===== src/rtl/dman_frame_sync_if.sv =====
// Bit-stream input and deframed byte/verdict outputs of the frame synchroniser.
interface dman_frame_sync_if;
  logic       bit_in;
  logic       bit_valid;
  logic [7:0] byte_out;
  logic       byte_valid;
  logic       sof;
  logic       eof;
  logic       frame_ok;
  logic       frame_err;
  logic       len_err;
  logic       locked;

  modport master (
    output bit_in, bit_valid,
    input  byte_out, byte_valid, sof, eof, frame_ok, frame_err, len_err, locked
  );

  modport slave (
    input  bit_in, bit_valid,
    output byte_out, byte_valid, sof, eof, frame_ok, frame_err, len_err, locked
  );
endinterface


===== src/rtl/dman_frame_sync.sv =====
// Frame synchroniser/deframer: sync-word hunt, length byte, payload, CRC-8 check.
// Payload bytes stream out unbuffered; the verdict pulse follows the last byte.
module dman_frame_sync #(
  parameter int                SYNC_W    = 16,
  parameter logic [SYNC_W-1:0] SYNC_WORD = 16'hD391,
  parameter int                MAX_LEN   = 64,
  parameter logic [7:0]        CRC_POLY  = 8'h07,
  parameter logic [7:0]        CRC_INIT  = 8'h00
) (
  input  logic              clk,
  input  logic              rst,
  dman_frame_sync_if.slave  bus
);

  localparam int HCW = $clog2(SYNC_W + 1);

  typedef enum logic [1:0] {
    S_HUNT    = 2'd0,
    S_LEN     = 2'd1,
    S_PAYLOAD = 2'd2,
    S_CRC     = 2'd3
  } state_t;

  state_t            state_q;
  logic [SYNC_W-1:0] sr_q;
  logic [HCW-1:0]    hunt_cnt_q;
  logic [2:0]        bit_cnt_q;
  logic [7:0]        shift_q;
  logic [7:0]        len_q;
  logic [7:0]        byte_cnt_q;
  logic [7:0]        crc_q;
  logic [7:0]        byte_out_q;
  logic              byte_valid_q;
  logic              sof_q;
  logic              eof_q;
  logic              frame_ok_q;
  logic              frame_err_q;
  logic              len_err_q;
  logic              locked_q;

  logic [SYNC_W-1:0] sr_d;
  logic [7:0]        byte_d;
  logic [7:0]        crc_d;
  logic              hunt_hit_d;
  logic              byte_done_d;
  logic              last_byte_d;

  // Bitwise MSB-first CRC-8 over one byte, no reflection, no final XOR.
  function automatic logic [7:0] crc8_byte(input logic [7:0] c_in, input logic [7:0] b);
    logic [7:0] c;
    c = c_in;
    for (int i = 7; i >= 0; i--) begin
      c = {c[6:0], 1'b0} ^ ((c[7] ^ b[i]) ? CRC_POLY : 8'h00);
    end
    return c;
  endfunction

  assign sr_d        = {sr_q[SYNC_W-2:0], bus.bit_in};
  assign byte_d      = {shift_q[6:0], bus.bit_in};
  assign crc_d       = crc8_byte(crc_q, byte_d);
  assign byte_done_d = (bit_cnt_q == 3'd7);
  assign last_byte_d = (byte_cnt_q == (len_q - 8'd1));
  // The incoming bit is the SYNC_W-th (or later) fresh bit when the count already holds SYNC_W-1.
  assign hunt_hit_d  = (sr_d == SYNC_WORD) && (hunt_cnt_q >= HCW'(SYNC_W - 1));

  // Deframer FSM with all outputs registered; state moves only on bit_valid.
  always_ff @(posedge clk) begin
    if (rst) begin
      state_q      <= S_HUNT;
      sr_q         <= '0;
      hunt_cnt_q   <= '0;
      bit_cnt_q    <= 3'd0;
      shift_q      <= 8'h00;
      len_q        <= 8'h00;
      byte_cnt_q   <= 8'h00;
      crc_q        <= CRC_INIT;
      byte_out_q   <= 8'h00;
      byte_valid_q <= 1'b0;
      sof_q        <= 1'b0;
      eof_q        <= 1'b0;
      frame_ok_q   <= 1'b0;
      frame_err_q  <= 1'b0;
      len_err_q    <= 1'b0;
      locked_q     <= 1'b0;
    end else begin
      byte_valid_q <= 1'b0;
      sof_q        <= 1'b0;
      eof_q        <= 1'b0;
      frame_ok_q   <= 1'b0;
      frame_err_q  <= 1'b0;
      len_err_q    <= 1'b0;
      if (bus.bit_valid) begin
        if (state_q != S_HUNT) begin
          shift_q   <= byte_d;
          bit_cnt_q <= bit_cnt_q + 3'd1;
        end else begin
          shift_q   <= shift_q;
          bit_cnt_q <= bit_cnt_q;
        end
        case (state_q)
          S_HUNT: begin
            sr_q <= sr_d;
            if (hunt_cnt_q != HCW'(SYNC_W)) begin
              hunt_cnt_q <= hunt_cnt_q + HCW'(1);
            end else begin
              hunt_cnt_q <= hunt_cnt_q;
            end
            if (hunt_hit_d) begin
              state_q   <= S_LEN;
              bit_cnt_q <= 3'd0;
              crc_q     <= CRC_INIT;
              locked_q  <= 1'b1;
            end else begin
              state_q <= S_HUNT;
            end
          end
          S_LEN: begin
            if (byte_done_d) begin
              if ((byte_d == 8'd0) || (byte_d > 8'(MAX_LEN))) begin
                len_err_q  <= 1'b1;
                state_q    <= S_HUNT;
                sr_q       <= '0;
                hunt_cnt_q <= '0;
                locked_q   <= 1'b0;
              end else begin
                len_q      <= byte_d;
                crc_q      <= crc_d;
                byte_cnt_q <= 8'h00;
                state_q    <= S_PAYLOAD;
              end
            end else begin
              state_q <= S_LEN;
            end
          end
          S_PAYLOAD: begin
            if (byte_done_d) begin
              byte_out_q   <= byte_d;
              byte_valid_q <= 1'b1;
              sof_q        <= (byte_cnt_q == 8'h00);
              eof_q        <= last_byte_d;
              crc_q        <= crc_d;
              byte_cnt_q   <= byte_cnt_q + 8'd1;
              state_q      <= last_byte_d ? S_CRC : S_PAYLOAD;
            end else begin
              state_q <= S_PAYLOAD;
            end
          end
          S_CRC: begin
            if (byte_done_d) begin
              frame_ok_q  <= (byte_d == crc_q);
              frame_err_q <= (byte_d != crc_q);
              state_q     <= S_HUNT;
              sr_q        <= '0;
              hunt_cnt_q  <= '0;
              locked_q    <= 1'b0;
            end else begin
              state_q <= S_CRC;
            end
          end
          default: begin
            state_q    <= S_HUNT;
            sr_q       <= '0;
            hunt_cnt_q <= '0;
            locked_q   <= 1'b0;
          end
        endcase
      end else begin
        state_q <= state_q;
      end
    end
  end

  assign bus.byte_out   = byte_out_q;
  assign bus.byte_valid = byte_valid_q;
  assign bus.sof        = sof_q;
  assign bus.eof        = eof_q;
  assign bus.frame_ok   = frame_ok_q;
  assign bus.frame_err  = frame_err_q;
  assign bus.len_err    = len_err_q;
  assign bus.locked     = locked_q;

endmodule

===== src/flat_wrapper.sv =====
// flat-port wrapper written by rule: the top's interface ports become plain ports
module dman_frame_sync_flat 
#(
  parameter int                SYNC_W    = 16,
  parameter logic [SYNC_W-1:0] SYNC_WORD = 16'hD391,
  parameter int                MAX_LEN   = 64,
  parameter logic [7:0]        CRC_POLY  = 8'h07,
  parameter logic [7:0]        CRC_INIT  = 8'h00
)
  (clk, rst, bus_bit_in, bus_bit_valid, bus_byte_out, bus_byte_valid, bus_sof, bus_eof, bus_frame_ok, bus_frame_err, bus_len_err, bus_locked);
  dman_frame_sync_if bus_i ();
  input  logic clk;
  input  logic rst;
  input wire logic [$bits(bus_i.bit_in)-1:0] bus_bit_in;
  input wire logic [$bits(bus_i.bit_valid)-1:0] bus_bit_valid;
  output wire logic [$bits(bus_i.byte_out)-1:0] bus_byte_out;
  output wire logic [$bits(bus_i.byte_valid)-1:0] bus_byte_valid;
  output wire logic [$bits(bus_i.sof)-1:0] bus_sof;
  output wire logic [$bits(bus_i.eof)-1:0] bus_eof;
  output wire logic [$bits(bus_i.frame_ok)-1:0] bus_frame_ok;
  output wire logic [$bits(bus_i.frame_err)-1:0] bus_frame_err;
  output wire logic [$bits(bus_i.len_err)-1:0] bus_len_err;
  output wire logic [$bits(bus_i.locked)-1:0] bus_locked;
  assign bus_i.bit_in = bus_bit_in;
  assign bus_i.bit_valid = bus_bit_valid;
  assign bus_byte_out = bus_i.byte_out;
  assign bus_byte_valid = bus_i.byte_valid;
  assign bus_sof = bus_i.sof;
  assign bus_eof = bus_i.eof;
  assign bus_frame_ok = bus_i.frame_ok;
  assign bus_frame_err = bus_i.frame_err;
  assign bus_len_err = bus_i.len_err;
  assign bus_locked = bus_i.locked;
  dman_frame_sync #(.SYNC_W(SYNC_W), .SYNC_WORD(SYNC_WORD), .MAX_LEN(MAX_LEN), .CRC_POLY(CRC_POLY), .CRC_INIT(CRC_INIT)) u_core (.clk(clk), .rst(rst), .bus(bus_i));
endmodule

===== config.mk =====
export PLATFORM = sky130hd
export DESIGN_NAME = dman_frame_sync_flat
export DESIGN_NICKNAME = d
export VERILOG_FILES = /design/src/rtl/dman_frame_sync_if.sv /design/src/rtl/dman_frame_sync.sv /design/src/flat_wrapper.sv
export SDC_FILE = /design/constraint.sdc
export NUM_CORES = 1
export LEC_CHECK = 0
export ABC_AREA = 0
export CORE_MARGIN = 2
export CORE_UTILIZATION = 45
export DETAILED_ROUTE_END_ITERATION = 12
export GPL_TIMING_DRIVEN = 0
export HOLD_SLACK_MARGIN = 0.03
export SLEW_MARGIN = 10
export SYNTH_ARGS = -nofsm -noshare
export SYNTH_HDL_FRONTEND = slang
export SYNTH_SLANG_ARGS = --single-unit

===== constraint.sdc =====
create_clock -name clk -period 4.3 [get_ports clk]
set_input_delay 0.645 -clock clk [delete_from_list [all_inputs] [get_ports clk]]
set_output_delay 0.645 -clock clk [all_outputs]
set_load 0.01 [all_outputs]

Yosys cells after proc, flatten, opt, wreduce, memory -nomap -nowiden
Index checks and enable logic that the tools add are counted.

Flip-flop bits (word level): 71. Bits in latches: 0. RAM bits: 0. Memory bits (read-only): 0. Input port bits: 4. Output and inout bits: 15. Word-level logic and storage cells: 124. Memories: 0.

Add/sub/neg operators: 4. $mul: 0. Div/mod/pow operators: 0. Order comparisons: 2. Equal/unequal tests: 16. Shift-type cells: 0. Multiplexer cells: 43. Bitwise gates (word level): 22. Reductions and logical operators: 21.

Operators by type and width (number): 8-bit bitwise XOR (8); 8-bit 2-to-1 mux (7); 15-bit 2-to-1 mux (3); 15-bit one-hot mux with 3 select lines (1); 3-bit 2-to-1 mux (11); 8-bit one-hot mux with 3 select lines (1); 5-bit 2-to-1 mux (4); 6-bit AND reduction (3); 16-bit equality test, second input constant (1); 8-bit equality test (2); 8-bit zero test (2); 8-bit one-hot mux with 2 select lines (1); 5-bit one-hot mux with 3 select lines (1); 2-bit by 1-bit != test with 1-bit output, second input constant (6); 4-bit OR reduction (3); 5-bit AND reduction (2); 8-bit by 1-bit adder with 8-bit output, second input constant (1); 8-bit by 7-bit > comparator with 1-bit output, second input constant (1); 1-bit 2-to-1 mux (8); 2-bit 2-to-1 mux (4); 8-bit != test (1); 2-bit one-hot mux with 4 select lines (1); 8-bit by 1-bit subtractor with 8-bit output, second input constant (1); 1-bit bitwise XOR (8); other kinds (19) (27).

Depth between registers and ports, before layout
Word-level depth: 27. Mapped depth: 10. Gate-level depth less buffers: 8.

Worst setup path after synthesis
OpenSTA, ideal clock, no wires.

Path kind: in2reg. Start point: input port bus_bit_in. End point: register u_core.len_q[0]. Setup time: 0.128 ns. Arrival time: 2.284 ns. Data required time: 4.172 ns. Path slack: 1.889 ns. Cell stages on the path: 5. Path buffers: 0. Cells stage by stage: or4_4 -> or4_4 -> a21oi_4 -> mux2i_1 -> nor2_1.

Longest elaborated chain between the ends: 4. Elaborated cells between the ends (all ways): 5. Classes of those cells: 1 x order compare; 1 x bitwise; 3 x reduce/logical.

RTL lines: from (decl) (line flat_wrapper.sv:14) `input wire logic [$bits(bus_i.bit_in)-1:0] bus_bit_in;`; 8-bit by 7-bit > comparator with 1-bit output or 8-bit zero test (tied branches) (line dman_frame_sync.sv:119) `if ((byte_d == 8'd0) || (byte_d > 8'(MAX_LEN))) begin`; 1-bit logical OR (line dman_frame_sync.sv:119); 1-bit inverter (no line); 4-bit AND reduction (no line); to (signal assigned) (line dman_frame_sync.sv:126) `len_q <= byte_d;`; to (decl) (line dman_frame_sync.sv:29) `logic [7:0] len_q;`.

Parallel ways exist; a longest one is shown, timed or not. A chain may end at the register's enable or synchronous reset.

Final worst setup path
Start point: register u_core.state_q[0]. End point: register u_core.byte_cnt_q[7].

Longest elaborated chain between the ends: 3. Elaborated cells between the ends (all ways): 8. Classes of those cells: 5 x eq/ne; 1 x mux; 2 x reduce/logical.

RTL lines: from (decl) (line dman_frame_sync.sv:24) `state_t state_q;`; from (signal assigned) (line dman_frame_sync.sv:143) `state_q <= last_byte_d ? S_CRC : S_PAYLOAD;`; from (signal assigned) (line dman_frame_sync.sv:168) `state_q <= state_q;`; 2-bit equality test or 2-bit by 1-bit equality test with 1-bit output (tied branches) (line dman_frame_sync.sv:100) `case (state_q)`; 2-bit by 1-bit != test with 1-bit output (no line), or another cell as far along; 5-bit AND reduction (no line); to (signal assigned) (line dman_frame_sync.sv:142) `byte_cnt_q <= byte_cnt_q + 8'd1;`; to (decl) (line dman_frame_sync.sv:30) `logic [7:0] byte_cnt_q;`.

Parallel ways exist; a longest one is shown, timed or not.

==> summary.md <==
| Metric | Value |
|---|---|
| Status | completed |
| P per Cell Area | 295.5 nW/um^2 |
| Ports | 19 |
| Post-Syn Area | 3605 sq um |
| CTS tree | yes |
| Tightest Hold Check Type | reg2reg |
| Global-route wire length before repair | 14810 microns |
| # resized after CTS | 0 |
| Gate Count Post-Synth | 420 |
| Cell area after layout | 4076 sq um |
| Remaining antenna violation count | 0 |
| Largest area contributor in the synthesized netlist | dfxtp_1 |
| Synth cell types | 59 |
| GPL Wtd Cong | 0.8228 |
| RSZ-0062 raised after global routing | no |
| Die area | 8742 sq um |
| Worst skew pair latency | 350 ps |
| Fin util | 52.75% |
| CP top delay family | buffers and inverters |
| Slowest stage delay, CP | 520 ps |
| Crit-path cells | clkinv_1 > clkbuf_1 > ha_1 > buf_1 > nand3_1 > a21o_1 > or4_1 > a21oi_1 |
| Share of synthesized flip-flops with an asynchronous set or reset | 0% |
| Remaining DRCs | 0 |
| Post-CTS Hold Buffers | 0 |
| Crit path arrival time | 3210 ps |
| Starting density of the core | 46.65% |
| Total setup buffers inserted after CTS | 0 |
| Setup TNS | 0 ps |
| Slowest cell on crit path | or4_1 |
| Critical Path Fanout Max | 11 |
| Worst slew pin tran | 826.2 ps |
| Clock sink count | 71 |
| Synthesis-to-finish area growth | 13.09% |
| Synth warn | 0 |
| Final min period | 2929 ps |
| CTS clk-pin slew, worst paths | 80 ps |
| Final hold viol count | 0 |
| Maximum clock rate | 341.4 MHz |
| Yosys reg bits | 71 |
| Leak | 1.391 nW |
| Clk Tree Root Cell | clkbuf_8 |
| Clock Path Buffers | 2 |
| Grt ovf | 0 |
| WS Path Type | reg2reg |
| Clock power share | 41.4% |
| Site Rows | 32 |
| Max_cap viols | 0 |
| Final setup fails | 0 |
| Pin count of the biggest net entering global routing | 14 |
| Fin nets | 467 |
| NetSw | 308.3 uW |
| H-tree level count | 3 |
| Sequential Power Share | 54.9% |
| Routed WL | 8646 microns |
| Vias in the first global route | 3022 |
| Skew final | 9.343 ps |
| Synth top area cells | dfxtp_1, a21oi_1, xnor2_1, ha_1, mux2i_1 |
| Post-synth top area share | 39.43% |
| Comb power frac | 3.7% |
| Worst setup EP type | flop |
| Count of flip-flops with a built-in enable after synthesis | 0 |
| Initial DRC Count | 154 |
| Die height | 93.50 microns |
| GRT Total Usage | 21.51% |
| DR pass1 iterations | 5 |
| Fraction of layout cells with a size suffix above 1 | 7.743% |
| N_diodes | 0 |
| Die W | 93.50 microns |
| Commonest non-fill, non-tap cell in the layout | dfxtp_1 |
| Port bufs | 16 |
| Sequential fraction of the synthesis area | 39.43% |
| Worst VDD drop | 165.4 uV |
| Startpoint types | flop |
| Post-DP HPWL | 6014 microns |
| Tcrit/Tclk final | 68.12% |
| Fin Hold WS | 454.5 ps |
| Max-slew violations | 0 |
| Core ar. | 7727 sq um |
| CTS buffer count | 9 |
| Syn Nets | 440 |
| Via density | 5.542 |
| Crit path buf inv count | 3 |
| Pint | 896.3 uW |
| Top FF cell, synth | dfxtp_1 |
| Synth Area per Inst | 8.583 sq um |
| WP data required | 4580 ps |
| Initial antenna violation count | 0 |
| Commonest non-fill, non-tap cells in the layout | dfxtp_1, a21oi_1, nand2_1 |
| Slew margin rel. | 44.55% |
| Area after DPL | 3892 sq um |
| WL per Instance | 15.61 microns |
| Net Sw Frac | 25.60% |
| Total vias in the final route | 3070 |
==> synth_stat cells, types with 14 or more instances <==
library cell / number
nor2_1: 29
nand2_1: 38
xnor2_1: 25
nand4_1: 16
a21oi_1: 46
dfxtp_1: 71
mux2i_1: 16
nand3_1: 24
clkbuf_1: 14
inv_1: 14
o21ai_0: 21
ha_1: 16
==> metrics by stage <==
step | worst slack (ps) | power [mW] | std cells
final | 1371 | 1.205 | 554
after detailed placement | 998.7 | 0.7208 | 538
after global routing | 1104 | 1.247 | 554
after global placement | 1014 | 0.7208 | 538
after floorplan | 1889 | 0.7062 | 420
after CTS | 1367 | 1.219 | 554
==> power by group through the flow <==
stage                     clock [mW]  combinational [mW]  sequential [mW]
after floorplan                    0              0.0297            0.677
after global placement             0              0.0437            0.677
after detailed placement           0              0.0437            0.677
after CTS                      0.513              0.0439            0.662
after global routing           0.536              0.0496            0.662
final                          0.499              0.0443            0.662
==> state kept, by name, summed over array words and instances, names as in the netlist <==
signal,count
u_core.sr_q,15
u_core.bus.byte_out,8
u_core.byte_cnt_q,8
u_core.crc_q,8
u_core.len_q,8
u_core.shift_q,7
u_core.hunt_cnt_q,5
u_core.bit_cnt_q,3
u_core.state_q,2
u_core.bus.byte_valid,1
u_core.bus.eof,1
u_core.bus.frame_err,1
u_core.bus.frame_ok,1
u_core.bus.len_err,1
u_core.bus.locked,1
u_core.bus.sof,1
==> per-layer routing <==
| metal | routed length (microns) | part of all wire (%) | track usage [%] | vias up |
|---|---|---|---|---|
| met3 | 321 | 3.7 | 4.029 | 10 |
| met4 | 119 | 1.4 | 7.108 | 0 |
| met5 | 0 | 0 | 0 | - |
| met2 | 3784 | 44 | 33.21 | 62 |
| li1 | - | - | - | 1550 |
| met1 | 4421 | 51 | 30.20 | 1448 |
==> worst min-delay path, cell delays in order (launching register included) <==
cell and delay [ps]:
dfxtp_1 310, nand2_1 50, a21oi_1 50
==> worst paths after layout <==
check	from	endpoint	slack, ps	cells after the start
worst max register to register	u_core.state_q[0]$_SDFFE_PP0P_	u_core.byte_cnt_q[7]$_SDFFE_PP0P_	1370	8
worst max-delay path	u_core.state_q[0]$_SDFFE_PP0P_	u_core.byte_cnt_q[7]$_SDFFE_PP0P_	1370	8
worst min-delay path	u_core.sr_q[14]$_SDFFE_PP0P_	u_core.sr_q[14]$_SDFFE_PP0P_	450	2
worst min register to register	u_core.sr_q[14]$_SDFFE_PP0P_	u_core.sr_q[14]$_SDFFE_PP0P_	450	2
==> cells by family (layout without fill, tap and decap cells) <==
group / count (synthesis) / in the layout / share of synthesized area [%]
adders and majority gates: 16 / 16 / 5.554
DFF: 71 / 71 / 39.43
AOI/OAI and AO/OA: 97 / 97 / 16.83
muxes: 16 / 16 / 4.443
buffers and inverters: 40 / 72 / 4.825
xor gates and xnor gates: 31 / 31 / 7.532
and+or+nand+nor: 149 / 149 / 21.38
==> final cells by class <==
type                            count  area (sq um)
Timing Repair Buffer               16         160.2
Tap cell                          102         127.6
Inverter                           15         56.30
Fill cell                         734          3651
Clock buffer                       10         137.6
Buffer                             25         117.6
Sequential cell                    71          1421
Clock inverter                      6         46.29
Multi-Input combinational cell    309          2009
No activity file was read; power rests on OpenSTA's default activity.
